$ cat src/rtl/mmm_serial_datapath.sv
// Bit-serial Montgomery multiplier: P = A*B*2^-WIDTH mod M, one multiplier bit per enabled clock.
// Define MMM_FINAL_SUB_EN to include the final conditional subtraction (SUB state).
module mmm_serial_datapath #(
  parameter int WIDTH = 8
) (
  input  logic             clk,
  input  logic             rst,
  input  logic             ena,
  input  logic             rst_mmm,
  input  logic             ld_a,
  input  logic [WIDTH-1:0] a_in,
  input  logic [WIDTH-1:0] b_in,
  input  logic [WIDTH-1:0] m_in,
  output logic [WIDTH-1:0] p_out,
  output logic             done,
  output logic             busy
);

  localparam int CW = $clog2(WIDTH + 1);
  localparam int AW = WIDTH + 2;

  typedef enum logic [1:0] {IDLE, RUN, SUB, DONE} state_t;

  state_t          r_state;
  state_t          w_state_nxt;
  logic [WIDTH-1:0] r_a_sr;
  logic [WIDTH-1:0] r_b;
  logic [WIDTH-1:0] r_m;
  logic [AW-1:0]    r_acc;
  logic [CW-1:0]    r_cnt;
  logic [AW-1:0]    w_t;
  logic [AW-1:0]    w_u;
  logic             w_last;

  function automatic logic [WIDTH-1:0] final_sub(input logic [AW-1:0] acc,
                                                 input logic [WIDTH-1:0] m);
    logic [AW-1:0] mx;
    mx = {2'b00, m};
    return WIDTH'((acc >= mx) ? (acc - mx) : acc);
  endfunction

  // One Montgomery iteration: add B if the current A bit is set, add M if odd, halve.
  assign w_t    = r_acc + (r_a_sr[0] ? {2'b00, r_b} : {AW{1'b0}});
  assign w_u    = w_t + (w_t[0] ? {2'b00, r_m} : {AW{1'b0}});
  assign w_last = (r_cnt == CW'(WIDTH - 1));

  always_comb begin
    w_state_nxt = r_state;
    if (!rst_mmm) begin
      w_state_nxt = IDLE;
    end else if (ld_a) begin
      w_state_nxt = RUN;
    end else begin
      case (r_state)
`ifdef MMM_FINAL_SUB_EN
        RUN:     if (w_last) w_state_nxt = SUB;
        SUB:     w_state_nxt = DONE;
`else
        RUN:     if (w_last) w_state_nxt = DONE;
`endif
        default: w_state_nxt = r_state;
      endcase
    end
  end

  always_ff @(posedge clk or posedge rst) begin
    if (rst) begin
      r_state <= IDLE;
    end else if (ena) begin
      r_state <= w_state_nxt;
    end
  end

  always_ff @(posedge clk or posedge rst) begin
    if (rst) begin
      r_a_sr <= '0;
      r_b    <= '0;
      r_m    <= '0;
      r_acc  <= '0;
      r_cnt  <= '0;
    end else if (ena) begin
      if (!rst_mmm) begin
        r_acc <= '0;
        r_cnt <= '0;
      end else if (ld_a) begin
        r_a_sr <= a_in;
        r_b    <= b_in;
        r_m    <= m_in;
        r_acc  <= '0;
        r_cnt  <= '0;
      end else if (r_state == RUN) begin
        r_acc  <= w_u >> 1;
        r_a_sr <= r_a_sr >> 1;
        r_cnt  <= r_cnt + 1'b1;
      end
    end
  end

`ifdef MMM_FINAL_SUB_EN
  logic [WIDTH-1:0] r_p;

  always_ff @(posedge clk or posedge rst) begin
    if (rst) begin
      r_p <= '0;
    end else if (ena && rst_mmm && !ld_a && (r_state == SUB)) begin
      r_p <= final_sub(r_acc, r_m);
    end
  end

  assign p_out = r_p;
  assign busy  = (r_state == RUN) || (r_state == SUB);
`else
  // Without the final subtraction the accumulator is the (unreduced) result.
  assign p_out = r_acc[WIDTH-1:0];
  assign busy  = (r_state == RUN);
`endif

  assign done = (r_state == DONE);

endmodule

$ cat config.mk
export PLATFORM = sky130hd
export DESIGN_NAME = mmm_serial_datapath
export DESIGN_NICKNAME = d
export VERILOG_FILES = /design/src/rtl/mmm_serial_datapath.sv
export SDC_FILE = /design/constraint.sdc
export NUM_CORES = 1
export LEC_CHECK = 0
export ABC_AREA = 1
export CAP_MARGIN = 20
export CELL_PAD_IN_SITES_DETAIL_PLACEMENT = 2
export CELL_PAD_IN_SITES_GLOBAL_PLACEMENT = 2
export CORE_UTILIZATION = 40
export DETAILED_ROUTE_END_ITERATION = 6
export DONT_BUFFER_PORTS = 1
export PLACE_DENSITY = 0.85
export SYNTH_ARGS = -nofsm -noshare
export SYNTH_HDL_FRONTEND = slang
export SYNTH_SLANG_ARGS = --single-unit
$ cat constraint.sdc
create_clock -name clk -period 8.5 [get_ports clk]
set_input_delay 1.7 -clock clk [delete_from_list [all_inputs] [get_ports clk]]
set_output_delay 1.7 -clock clk [all_outputs]
set_load 0.02 [all_outputs]
Word-level counts from Yosys, hierarchy flattened --
Index checks and enable logic that the tools add are counted.
Operators by class: add/sub/neg operators 3, equality and inequality tests 5, multiplexer cells 14, reduce and logical (&&, ||, !) cells 5
Operators with widths (count):
- $mux W8 | 4
- $mux W10 | 3
- $add A10 B8 Y10 | 2
- $mux W4 | 3
- $reduce_and A3 Y1 | 3
- $mux W2 | 4
- $ne A3 B1 Y1 const B | 2
- $add A4 B1 Y4 const B | 1
- $eq A4 B3 Y1 const B | 1
- $eq A2 B1 Y1 const B | 1
- $eq A2 B2 Y1 const B | 1
- $reduce_and A2 Y1 | 1
- $reduce_bool A2 Y1 | 1
Word-level totals: flip-flop bits (word level) 40, bits of input ports 29, output and inout port bits 10, word-level logic and storage cells 33

Longest topological paths before layout --
Gate-level depths: netlist of run 1.
word-level depth 7, mapped depth 21, depth with buffers taken out 20

Worst setup path after synthesis of run 1 --
OpenSTA, ideal clock, no wires.
path type register to register, from reg r_a_sr[0], to reg r_acc[6], library setup time 0.123 ns, arrival 2.613 ns, data required time 8.377 ns, path slack 5.764 ns, cell stages (with the launch flop) 22, path buffers 1, period minus slack after synthesis 2.736 ns, path through dfrtp_1 clkbuf_1 nand2_1 inv_1 ha_1 inv_1 fa_1 inv_1 nand2_1 nand2_1 nand2_1 xnor2_1 ha_1 nand2_1 inv_1 nand4_1 nand3_1 nand2_1 nand2_1 a21oi_1 o21ai_0 nand2_1
Between the ends: word-level cells in the longest chain between the ends 7
RTL lines:
- start, declared | line 26 | logic [WIDTH-1:0] r_a_sr;
- start signal, assigned | line 86 | r_a_sr <= a_in;
- start signal, assigned | line 93 | r_a_sr <= r_a_sr >> 1;
- $mux W8 * | line 43 | assign w_t = r_acc + (r_a_sr[0] ? {2'b00, r_b} : {AW{1'b0}});
- $add A10 B8 Y10 * | line 43
- $mux W8 | line 44 | assign w_u = w_t + (w_t[0] ? {2'b00, r_m} : {AW{1'b0}});
- $add A10 B8 Y10 * | line 44
- $mux W10 * | line 91 | end else if (r_state == RUN) begin
- $mux W10 * | line 85 | end else if (ld_a) begin
- $mux W10 * | line 82 | if (!rst_mmm) begin
- end signal, assigned | line 92 | r_acc <= w_u >> 1;
- end, declared | line 29 | logic [AW-1:0] r_acc;
Mark *: on every way between the ends. The rest lies on a longest branch, timed or not. The select of a mux whose other input is x is not followed. A chain may end at the register's enable or synchronous reset.

Worst setup path in the final report of run 1 --
from reg r_a_sr[0], to reg r_acc[4]
The elaborated chain is that of the path after synthesis.

==> impl_metrics.yaml, run 1 <==
flow_run:
  cap_violations: 0
power_and_ir_drop:
  leakage_nw: 1.46
  p_switching_uw: 263
  intPower_uw: 361
  p_seq_share_pct: 39.7
  combPwrFrac_pct: 38.7
  max-vdd-ir-drop_v: 0.0000837
  p_per_area_nw_per_um2: 232
  clkPwrFrac_pct: 21.5
  netSwitchingFraction_pct: 42.2
synthesis:
  synthCells: 321
  ys_seq_elements: 39
  syn_area_um2: 2600
  synth_fp_nets: 369
  synthDistinctLibCells: 35
  ys_warn_count: 0
  yosysSeqAreaShare_pct: 37.5
  avgSynthCellArea_um2: 8.12
clock_network:
  clk_pin_slew_ps: 100
  cts_max_level: 2
  cts_tree: "done"
  cts-root-buf: "clkbuf_8"
  numClockSinks: 39
  cts_buffers: 5
  cts_setup_buffers: 0
  insertion_delay_ps: 300
  clk_path_buf_depth: 2
  post_cts_resized: 0
  hold_buffers: 0
worst_setup_path:
  crit_path_end: "r_acc[4]"
  r2r-end: "r_acc[4]"
  critPathLaunchType: "flop"
  reg2reg_from: "r_a_sr[0]"
  required_ps: 8670
  crit_type: "reg -> reg"
  rr_worst_depth: 17
  regToRegSetupSlack_ps: 5310
  cp.arrival_ps: 3360
  cp-end-kind: "flop"
  crit_start: "r_a_sr[0]"
  cp_max_fo: 9
sta:
  hold_viol: 0
  clock_skew_ps: 11.5
  slew_viol_final: 0
  fmax_mhz: 313
  min_period_ps: 3190
  fin_tns_setup_ps: 0
  rsz0062_at_grt: "false"
  fin_ws_ps: 5310
  slew_headroom_pct: 64.7
  worstMarginPinSlew_ps: 530
  setup_viol: 0
  finalCritPeriodShare_pct: 37.5
global_route:
  antenna_found_initial: 0
  grt_pass1_vias: 2314
  grt_pass1_wl_um: 11900
  grtUsageTotal_pct: 24.1
  grt_max_degree: 40
  grt-ovfl-total: 0
placed_design:
  gp_congestion: 0.874
  numPortBuffers: 0
  dpl_worst_slack_ps: 5440
  hpwl_um: 5510
detailed_routing:
  routedWlPerCell_um: 18.6
  drc: 0
  viasPerCell: 5.36
  drtPass1Iterations: 4
  final_antenna_net_count: 0
  num_vias: 2105
  drtIter0Drc: 102
  routed_wl_um: 7310
floorplanning:
  fp-row-count: 29
  dieArea_um2: 6840
  core_um2: 6310
  io_pins: 39
  die_w_um: 82.7
  die_y_um: 82.7
  start_util_pct: 41.3
worst_hold_path:
  min_path_type: "reg -> reg"
  whs_path_depth: 1
final_layout:
  drive_gt1_share_pct: 13.3
  diodes: 0
  fin_nets: 363
  area_growth_pct: 3.46
  nFillCells: 731
run_status:
  status: "completed"
[Yosys cell counts (all sizes together)]
master	instances	area share, %
o21ai	25	5.5
buf	12	3.6
ha	17	8.2
a21oi	18	3.6
mux2	16	6.9
fa	2	1.5
nand4	2	0.72
xnor2	5	1.7
nor2	22	4.1
a21o	2	0.58
inv	51	7.3
o21bai	1	0.29
or2	1	0.24
nand2	84	12
o22ai	1	0.24
xor2	2	0.67
clkbuf	2	0.29
dfrtp	39	37
a22o	2	0.67
a31oi	1	0.24
nand3	16	3.7
[per-layer routing]
layer	GRT usage, %	routed length, um	vias up
li1	-	-	998
met1	30.2	3260	1063
met2	42.0	3700	38
met3	5.27	291	6
met4	5.34	59	0
met5	0	0	-
[layout by cell type, fill, tap and decap left out, types with 2 or more instances in the layout]
cell,count
a21o_1,2
nor2_4,3
dfrtp_1,39
inv_1,46
mux2_2,15
nor2_1,18
xor2_1,2
nand2_2,2
o21ai_0,17
ha_1,17
clkbuf_8,5
nand2_1,82
fa_1,2
nand3_1,14
a22o_1,2
a21oi_1,17
xnor2_1,5
inv_2,5
clkinvlp_4,2
o21ai_2,2
o21ai_1,5
[per-stage QoR]
step                hold WS, ps  instance area [um2]  total power [mW]  std cells  utilization, %
finish                      515                 2700             0.624        393            42.7
global route                538                 2700             0.669        393            42.7
floorplan                   464                 2610             0.431        321               -
global placement            479                 2610             0.471        385            41.3
detailed placement          497                 2610             0.487        385            41.3
CTS                         517                 2700             0.629        393            42.7
[layout make-up]
class                           count  area (um2)  share of cell area (%)
Inverter                           51         191                    7.10
Tap cell                           77        96.3                    3.57
Clock inverter                      3        20.0                   0.743
Timing Repair Buffer                1        7.51                   0.279
Sequential cell                    39         976                    36.2
Multi-Input combinational cell    217        1340                    49.5
Clock buffer                        5        68.8                    2.55
[registers in the layout (all words and copies together), names as in the netlist]
| signal | flops |
|---|---|
| r_cnt | 4 |
| r_a_sr | 8 |
| r_acc | 9 |
| r_m | 8 |
| r_state | 2 |
| r_b | 8 |
[critical path, cell delays in order, from the launching register on]
cell     delay [ps]
dfrtp_1         510
nand2_1          90
inv_1            90
ha_1            230
inv_1            70
fa_1            400
inv_1            70
nand2_1          40
nand2_1          80
nand2_1          80
xnor2_1         140
ha_1            360
nand2_1         100
inv_1            50
nand4_1          90
nand3_1         190
o21ai_0         380
nand2_1          90
[worst min path at each step]
stage / endpoint / slack [ps] / startpoint
final: r_m[4] / 510 / r_m[4]
after global routing: r_cnt[2] / 540 / r_cnt[2]
after CTS: r_cnt[2] / 520 / r_cnt[2]
after detailed placement: r_b[3] / 500 / r_b[3]
after global placement: r_m[6] / 480 / r_m[6]
after floorplan: r_m[6] / 460 / r_m[6]
[power by group through the flow]
stage | clock (mW) | combinational [mW] | sequential, mW
6_report | 0.134 | 0.242 | 0.248
5_1_grt | 0.144 | 0.272 | 0.253
4_1_cts | 0.136 | 0.245 | 0.248
3_5_place_dp | 0 | 0.236 | 0.251
3_3_place_gp | 0 | 0.221 | 0.249
2_1_floorplan | 0 | 0.198 | 0.234
[logic make-up after synthesis]
family / synth area share [%]
buf+inv: 11.3
fa+ha+maj: 9.70
mux: 6.92
flops: 37.5
simple gates: 21.1
compound gates: 11.1
xor+xnor: 2.35
Power figures use the tool's default switching activity.
==> run 2, diff against run 1 <==
CORE_UTILIZATION = 34   (was 40)
PLACE_DENSITY = 0.77   (was 0.85)
clock period = 2.8 ns   (was 8.5 ns; I/O delays follow)
==> impl_metrics.yaml, run 2 (synthesis results as in run 1) <==
run_status:
  status: "finished with violations"
  violations: "negative setup slack"
global_route:
  antenna_found_initial: 0
  grtUsageTotal_pct: 21.2
  grtUsageMet3_pct: 4.06
  grt-ovfl-total: 0
  busiest_layer: "met2"
  grt_pass1_wl_um: 12500
  met2_usage_pct: 36.3
  grt_max_degree: 40
  grt_pass1_vias: 2461
  use_met1_pct: 26.6
worst_setup_path:
  reg2reg_from: "r_a_sr[0]"
  critPathSlowestCell: "dfrtp_1"
  cp.arrival_ps: 3120
  worst-path-stages: 19
  cp_max_fo: 4
  r2r-end: "r_acc[6]"
  critical_path.max_stage_delay_ps: 450
  required_ps: 3050
  cp-end-kind: "flop"
  regToRegSetupSlack_ps: -80
  crit_family: "buffers and inverters"
  crit_start: "r_a_sr[0]"
  crit_type: "reg -> reg"
  cp_cell_sequence: "buf_6 -> nand2_1 -> inv_2 -> ha_4 -> nand2_4 -> inv_1 -> nand2_1 -> nand2_2 -> a21oi_4 -> nor2_4 -> nor2_2 -> xnor2_1 -> ha_1 -> buf_4 -> buf_4 -> buf_4 -> a21oi_2 -> o21ai_1 -> nand2_1"
  crit_path_end: "r_acc[6]"
  critPathBufInv: 6
  critPathLaunchType: "flop"
  rr_worst_depth: 19
sta:
  worstMarginPinSlew_ps: 543
  setup_viol: 3
  rsz0062_at_grt: "true"
  clock_skew_ps: 13.2
  fmax_mhz: 348
  fin_ws_ps: -75.7
  finalCritPeriodShare_pct: 103
  slew_viol_final: 0
  slew_headroom_pct: 63.8
  min_period_ps: 2880
  hold_viol: 0
final_layout:
  fin_area_um2: 3130
  instances_no_fill: 436
  diodes: 0
  final_common_cell: "nand2_1"
  area_growth_pct: 20.1
  largest_reg_flops: 9
  fin_nets: 384
  top_register: "r_acc"
  final_cell_mix: "nand2_1, inv_1, dfrtp_1"
  drive_gt1_share_pct: 30.3
power_and_ir_drop:
  p_switching_uw: 913
  p_per_area_nw_per_um2: 735
  netSwitchingFraction_pct: 39.7
  p_seq_share_pct: 32.2
  leakage_nw: 1.63
  max-vdd-ir-drop_v: 0.000302
  clkPwrFrac_pct: 22.6
  combPwrFrac_pct: 45.2
  intPower_mw: 1.39
clock_network:
  clk_pin_slew_ps: 90
  cts_tree: "done"
  cts_max_level: 2
  hold_buffers: 0
  clk_path_buf_depth: 2
  numClockSinks: 39
  cts_buffers: 5
  cts-root-buf: "clkbuf_8"
  insertion_delay_ps: 320
detailed_routing:
  viasPerCell: 5.08
  drtPass1Iterations: 4
  drtIter0Drc: 57
  routed_wl_um: 8430
  num_vias: 2217
  drc: 0
  final_antenna_net_count: 0
  routedWlPerCell_um: 19.3
floorplanning:
  start_util_pct: 35.5
  fp-row-count: 31
  core_um2: 7330
  dieArea_um2: 8020
  die_w_um: 89.5
  die_y_um: 89.5
  io_pins: 39
worst_hold_path:
  min_path_type: "in -> async"
flow_run:
  cap_violations: 0
placed_design:
  dpl_worst_slack_ps: -135
  placement.cell_area_um2: 2720
  dp_cells: 418
  hpwl_um: 5630
  numPortBuffers: 0
  gp_congestion: 0.823
[run 2: area by class of cell]
cell class	count	area (um2)
multi-input combinational	217	1550
inverter	51	191
timing repair buffer	22	169
clock buffer	6	82.6
sequential	39	976
clock inverter	2	35.0
tap	99	124
fill	819	4200
[run 2: worst register-to-register path: cells and delay by family (launching register included)]
family | cells | cell delay [ps]
simple gates | 7 | 560
compound gates | 3 | 400
xor+xnor | 1 | 150
flops | 1 | 450
fa+ha+maj | 2 | 590
buf+inv | 6 | 670
[run 2: worst min path at each step]
stage / cells past startpoint / from / endpoint / slack [ps]
4_1_cts: 2 / rst / r_b[1] / 290
3_5_place_dp: 1 / r_m[6] / r_m[6] / 480
6_report: 2 / rst / r_b[3] / 260
3_3_place_gp: 1 / r_m[6] / r_m[6] / 480
5_1_grt: 2 / rst / r_b[3] / 310
2_1_floorplan: 1 / r_m[6] / r_m[6] / 460
[run 2: per-layer routing]
| metal | wire (um) | vias to the layer above |
|---|---|---|
| li1 | - | 1040 |
| met1 | 3640 | 1125 |
| met2 | 4380 | 41 |
| met3 | 269 | 11 |
| met4 | 140 | 0 |
| met5 | 0 | - |
[run 2: timing repair]
item                                    4_1_cts  5_1_grt
pin swaps                                     1       20
gates resized for setup                       6       45
setup buffers                                 2        8
endpoints found under the setup margin        4        5
[run 2: per-stage QoR]
step,setup TNS (ps),power (mW),util [%],hold WS [ps]
2_1_floorplan,0,1.31,-,464
3_3_place_gp,0,1.50,37.1,477
3_5_place_dp,-277,1.54,37.1,483
4_1_cts,-10.5,2.11,39.4,287
5_1_grt,-951,2.44,42.7,306
6_report,-162,2.30,42.7,261
[run 2: power by group through the flow]
| stage | registers, mW | logic (mW) | clock network, mW |
|---|---|---|---|
| after global routing | 0.751 | 1.15 | 0.540 |
| final | 0.740 | 1.04 | 0.520 |
| after CTS | 0.729 | 0.857 | 0.528 |
| after global placement | 0.735 | 0.763 | 0 |
| after detailed placement | 0.742 | 0.799 | 0 |
| after floorplan | 0.709 | 0.601 | 0 |
